File: config.mk
export PLATFORM = sky130hd
export DESIGN_NAME = pipe_hazard_ctrl
export DESIGN_NICKNAME = d
export VERILOG_FILES = /design/src/rtl/hazard_pkg.sv /design/src/rtl/mdu_seq.sv /design/src/rtl/pipe_hazard_ctrl.sv
export SDC_FILE = /design/constraint.sdc
export NUM_CORES = 1
export LEC_CHECK = 0
export ABC_AREA = 1
export BUFFER_PORTS_ARGS = -buffer_cell sky130_fd_sc_hd__buf_2
export CAP_MARGIN = 20
export CORE_AREA = 3 3 60 62
export CTS_BUF_LIST = sky130_fd_sc_hd__clkbuf_8
export CTS_CLUSTER_DIAMETER = 80
export DETAILED_ROUTE_END_ITERATION = 10
export DIE_AREA = 0 0 63 65
export PLACE_DENSITY_LB_ADDON = 0.25
export SYNTH_ARGS = -nofsm -noshare
export SYNTH_HDL_FRONTEND = slang
export SYNTH_SLANG_ARGS = --single-unit
File: constraint.sdc
create_clock -name clk -period 4.3 [get_ports clk]
set_input_delay 0.215 -clock clk [delete_from_list [all_inputs] [get_ports clk]]
set_output_delay 0.215 -clock clk [all_outputs]
set_load 0.05 [all_outputs]
File: src/rtl/hazard_pkg.sv
// Shared definitions for the pipeline hazard controller: forwarding select
// codes and the multiply/divide sequencer state encoding.
package hazard_pkg;

  localparam logic [1:0] FWD_REG   = 2'b00;
  localparam logic [1:0] FWD_EXE   = 2'b01;
  localparam logic [1:0] FWD_MEM   = 2'b10;
  localparam logic [1:0] FWD_MEMLD = 2'b11;

  typedef enum logic {
    IDLE = 1'b0,
    BUSY = 1'b1
  } mdu_state_t;

endpackage

File: src/rtl/mdu_seq.sv
// Multiply/divide unit sequencer: tracks one operation in flight and pulses
// done in the final busy cycle.
module mdu_seq
  import hazard_pkg::*;
#(
  parameter int MDU_CYCLES = 8
) (
  input  logic clk,
  input  logic clrn,
  input  logic start,
  output logic busy,
  output logic done
);

  localparam logic [4:0] CNT_INIT = 5'(MDU_CYCLES - 1);

  mdu_state_t state, state_next;
  logic [4:0] cnt, cnt_next;

  always_ff @(posedge clk or negedge clrn) begin
    if (!clrn) begin
      state <= IDLE;
      cnt   <= 5'd0;
    end else begin
      state <= state_next;
      cnt   <= cnt_next;
    end
  end

  // The counter reaches zero in the last busy cycle, which is also the done cycle.
  always_comb begin
    state_next = state;
    cnt_next   = cnt;
    case (state)
      IDLE: begin
        if (start) begin
          state_next = BUSY;
          cnt_next   = CNT_INIT;
        end
      end
      BUSY: begin
        if (cnt == 5'd0) state_next = IDLE;
        else             cnt_next   = cnt - 5'd1;
      end
      default: state_next = IDLE;
    endcase
  end

  assign busy = (state == BUSY);
  assign done = (state == BUSY) && (cnt == 5'd0);

endmodule

File: src/rtl/pipe_hazard_ctrl.sv
// Hazard and interlock controller beside the ID stage: operand forwarding,
// load-use and MDU interlocks, branch squash and a stall-cycle counter.
module pipe_hazard_ctrl
  import hazard_pkg::*;
#(
  parameter int MDU_CYCLES  = 8,
  parameter int DELAY_SLOT  = 1,
  parameter int STALL_CNT_W = 16
) (
  input  logic                   clk,
  input  logic                   clrn,
  input  logic [4:0]             rs,
  input  logic [4:0]             rt,
  input  logic                   use_rs,
  input  logic                   use_rt,
  input  logic                   ewreg,
  input  logic                   em2reg,
  input  logic [4:0]             ern,
  input  logic                   mwreg,
  input  logic                   mm2reg,
  input  logic [4:0]             mrn,
  input  logic                   dbranch,
  input  logic                   dmdu_start,
  input  logic                   dmdu_use,
  output logic [1:0]             fwda,
  output logic [1:0]             fwdb,
  output logic                   wpcir,
  output logic                   de_bubble,
  output logic                   if_flush,
  output logic                   mdu_busy,
  output logic                   mdu_done,
  output logic [STALL_CNT_W-1:0] stall_cnt
);

  localparam logic FLUSH_EN = (DELAY_SLOT == 0);
  localparam logic [STALL_CNT_W-1:0] CNT_ONE = {{(STALL_CNT_W-1){1'b0}}, 1'b1};

  logic lu_stall;
  logic mdu_stall;
  logic stall;
  logic mdu_start_ok;

  // EXE outranks MEM because it holds the younger write to the same register.
  function automatic logic [1:0] fwd_sel(
    input logic [4:0] src,
    input logic       e_wreg,
    input logic       e_m2reg,
    input logic [4:0] e_rn,
    input logic       m_wreg,
    input logic       m_m2reg,
    input logic [4:0] m_rn
  );
    logic [1:0] sel;
    sel = FWD_REG;
    if (src != 5'd0) begin
      if (e_wreg && !e_m2reg && (e_rn == src))      sel = FWD_EXE;
      else if (m_wreg && !m_m2reg && (m_rn == src)) sel = FWD_MEM;
      else if (m_wreg && m_m2reg && (m_rn == src))  sel = FWD_MEMLD;
    end
    return sel;
  endfunction

  always_comb begin
    fwda = fwd_sel(rs, ewreg, em2reg, ern, mwreg, mm2reg, mrn);
    fwdb = fwd_sel(rt, ewreg, em2reg, ern, mwreg, mm2reg, mrn);
  end

  always_comb begin
    lu_stall  = ewreg && em2reg && (ern != 5'd0) &&
                ((use_rs && (ern == rs)) || (use_rt && (ern == rt)));
    mdu_stall = mdu_busy && (dmdu_use || dmdu_start);
    stall     = lu_stall || mdu_stall;
    wpcir     = !stall;
    de_bubble = stall;
    if_flush  = FLUSH_EN && dbranch && !stall;
    mdu_start_ok = dmdu_start && !stall;
  end

  mdu_seq #(
    .MDU_CYCLES(MDU_CYCLES)
  ) u_mdu_seq (
    .clk  (clk),
    .clrn (clrn),
    .start(mdu_start_ok),
    .busy (mdu_busy),
    .done (mdu_done)
  );

  always_ff @(posedge clk or negedge clrn) begin
    if (!clrn)                             stall_cnt <= '0;
    else if (stall && (stall_cnt != '1))   stall_cnt <= stall_cnt + CNT_ONE;
  end

endmodule

==> impl.org <==
** Logic synthesis
- In this run the biggest area consumer among cell types represents roughly a third of the synthesized area.
- Most frequent cell after synthesis :: nand2_1
- Ranked by instance count, the synthesized netlist is headed by nand2_1, inv_1, nand3_1.
- In the synthesized netlist, the number of instances is roughly 250.
- Ranked by total cell area, the synthesized netlist is headed by dfrtp_1, nand2_1, nand3_1, inv_1, xnor2_1.
- During synthesis, Yosys emitted a total of 0 warnings.
- Share of the yosys chip area belonging to registers :: around a third
- The synthesized design spends more area on one cell type than any other, namely dfrtp_1.
- Number of enable-type register cells in the synthesized netlist :: 0
- The synthesized netlist occupies a cell area of roughly 1700 sq um.
- Most used flip-flop cell after synthesis :: dfrtp_1
- Flip-flop and latch count after synthesis :: 22
- In the synthesized netlist the async set-or-reset flop fraction comes to 100%.
- Nets in the synthesized netlist :: 287
- In this run the mean area of a mapped cell was 6.89 sq um.
- Count of different cell masters after synthesis :: 27

** STA
- Sum Neg Setup Slack :: 0 ns
- Final Max Slew Viols :: 0
- After layout, the worst setup slack is between 2 and 2.5 ns.
- Highest Clock Rate :: 523 MHz
- The number of hold-slack violations in the final timing report came to 0.
- Final clock skew :: just over 0.008 ns
- Setup repair after global routing left no endpoint under its margin.
- In the finished design, the share of the clock period the worst path needs comes to ~44%.
- After layout, the minimum clock period comes to between 1.5 and 2 ns.
- Setup violations remaining at the end of the flow were counted as 0.

** Worst setup path
- Crit-path slowest cell :: dfrtp_1
- Traced cell by cell, the critical path runs through ha_1 -> nand3_2 -> nor2_4 -> nand2_2 -> nor2_2 -> nand3_2 -> nand2_4 -> nand2_1 -> o21ai_1.
- Worst setup slack for register-to-register paths :: 2.39 ns
- At the worst endpoint, the arrival time is between 2 and 2.5 ns.
- The worst setup path is launched from a register.
- RR Endpoint :: stall_cnt[5]
- The startpoint identified for the worst register-to-register timing path is stall_cnt[0].
- In this design, the stage delay of the slowest critical-path cell is ~0.42 ns.
- Worst endpoint required time :: 4.50 ns
- Together, buffers and inverters on the worst path number 0.
- Count of cells along the worst register-to-register path :: 9
- In this run the worst path has a maximum fanout of 19.
- CP endpoint kind :: register
- CP Class :: reg -> reg
- CP most frequent cell :: nand3_2
- Grouping stages by cell kind, the critical path spends the most delay in simple AND/OR/NAND/NOR gates.

** CTS
- Buffers inserted to repair hold after CTS numbered 1.
- The longest clock path from root to sink contains 2 buffers.
- Count of H-tree levels built during CTS :: 1
- TritonCTS built the clock tree.
- Clk root buf :: clkbuf_8
- Post-CTS timing repair inserted 0 buffers for setup.
- In this run, post-CTS repair resized a total of 0 instances.
- The clock drives 22 sinks.
- After clock tree synthesis, the clock-pin slew on the worst setup and hold paths is ~0.09 ns.
- Clock latency of the later-clocked register in the worst-skew pair :: approximately 0.27 ns
- Number of CTS-inserted buffers :: 3

** Power and ir drop
- IR analysis of the VDD net gives a maximum drop of between 0.3 and 0.4 mV.
- Pwr per Cell Area :: about 450 nW/um^2
- Summed over all cells, the static leakage comes to 0.00115 uW.
- Summing internal, switching and leakage power gives between 900 and 1000 uW.

** Finish
- In the final layout, the multi-input gates occupy approximately 1000 sq um.
- Fin nets :: between 300 and 400
- Layout cell share with drive strength beyond 1 :: between 20% and 30%
- Final cell count without fillers :: 351
- The filler cells instantiated in the layout total slightly below 300.
- With fillers left out, the area of the finished cells amounts to 2110 sq um.
- Footprint of the flip-flops and latches :: 551 sq um
- Area growth, synth to finish :: 21.0%
- Diodes inserted :: 0

** Die
- The core region is 3080 sq um.
- I/O pin count :: between 50 and 60
- Die Footprint :: 4100 sq um
- Effective utilization at floorplan :: 56.7%
- Cell row count :: 20
- Measured along the y axis, the die boundary spans approximately 65 microns.
- Horizontal die dimension :: between 60 and 70 microns

** Detailed routing
- Starting DRT DRC Count :: 86
- The count of nets left with antenna violations once routing finished came out at 0.
- After detailed routing, the number of vias per cell comes to ~5.0.
- Summed over all layers, the routed wires come to 4.02 mm.
- Number of detailed-routing iterations run before antenna repair :: 4
- Average wire per cell in the routed design :: ~11 microns
- DRC violation count after routing :: 0
- Vias after detailed routing :: ~1.8k

** Global route
- Maximum number of pins on one net before global-route repair :: 23
- After global routing the overflow that remains totals 0.
- Global-route wire length before repair :: between 6 and 7 mm
- Global routing consumed, over all layers together, 21.2% of the routing resources.
- The via count of the first global-routing pass was 1650.
- Initial antenna violation count :: 0

** Placement
- Number of placed instances, taps included :: between 300 and 400
- Timing analysis after detailed placement gives a worst setup slack of between 2 and 2.5 ns.
- After legalization and detailed placement, the total HPWL measured between 3 and 4 mm.
- Routability cong. :: around 0.82
- In this run the cell area measured after placement is 2030 sq um.
- The count of buffers added on input and output ports is 53.

** Min path
- Worst min-delay path startpoint :: dmdu_start
- For hold timing, the worst endpoint is u_mdu_seq.cnt[4].
- The worst hold path passes through 4 cells.
- The path class of the tightest hold or removal check is in -> reg.

** Run
- Max-cap violations :: 0

** Outcome
- The run finished with clean final reports.
## how the worst max path moves through the flow
| stage | start | to | slack (ns) | cells past startpoint |
|---|---|---|---|---|
| 4_1_cts | stall_cnt[0] | stall_cnt[5] | 2.38 | 9 |
| 5_1_grt | stall_cnt[0] | stall_cnt[15] | 2.20 | 9 |
| 3_5_place_dp | stall_cnt[0] | stall_cnt[5] | 2.42 | 9 |
| 3_3_place_gp | stall_cnt[0] | stall_cnt[6] | 2.47 | 9 |
| 2_1_floorplan | rt[2] | fwdb[1] | 1.96 | 4 |
| 6_report | stall_cnt[0] | stall_cnt[5] | 2.39 | 9 |
## report_power, final
group	total, uW	internal [uW]	leakage, uW	switching (uW)
Clock	196	125	0.0000357	71.9
Combinational	438	136	0.000826	302
Sequential	317	259	0.000287	58.6
Total	952	519	0.00115	432
## layout make-up
cell class              count  share of cell area (%)
flip-flops and latches     22                    26.1
clock buffers               3                    1.96
well taps                  44                    2.61
multi-input cells         196                    49.4
inverters                  31                    5.51
repair buffers             54                    13.0
clock inverters             1                    1.42
## cell usage in the layout, fill, tap and decap left out, drive strengths merged
cell,n
nand2,87
buf,53
inv,31
nand3,30
dfrtp,22
nor2,18
xor2,12
xnor2,12
nor3,9
o21ai,6
nand4,5
nand3b,4
a21oi,4
nor4,3
ha,3
clkbuf,3
or2,2
conb,1
bufinv,1
dlygate4sd3,1
## routing by layer
| layer | global-route usage (%) | wire length (microns) | up-vias |
|---|---|---|---|
| met4 | 10.2 | 71 | 0 |
| met3 | 3.47 | 212 | 4 |
| met5 | 0 | 0 | - |
| met2 | 36.6 | 1900 | 52 |
| met1 | 25.7 | 1830 | 798 |
| li1 | - | - | 905 |
## registers in the layout, summed over array words and instances (netlist names)
name,cells
stall_cnt,16
u_mdu_seq.cnt,5
u_mdu_seq.busy,1
## worst reg2reg max path, delay by kind of cell, from the launching register on
family                   cells  cell delay [ns]
adder cells (fa/ha/maj)      1             0.23
AND/OR/NAND/NOR              7             1.12
AO/OA/AOI/OAI                1             0.08
flip-flops                   1             0.42
## cells by family (layout without fill, tap and decap cells)
family	Yosys count	after routing	share of synthesized area, %
xor gates and xnor gates	24	24	12.1
other	1	1	0.215
buffers and inverters	35	89	8.68
adders and majority gates	3	3	2.15
AOI/OAI and AO/OA	10	10	2.87
DFF	22	22	31.6
and+or+nand+nor	158	158	42.5
## through the flow
step / utilization [%] / hold WS, ns
global route: 68.6 / 0.309
global placement: 65.9 / 0.201
floorplan: - / -0.0806
finish: 68.6 / 0.272
CTS: 68.6 / 0.262
detailed placement: 65.9 / 0.211
Power figures use the tool's default switching activity.
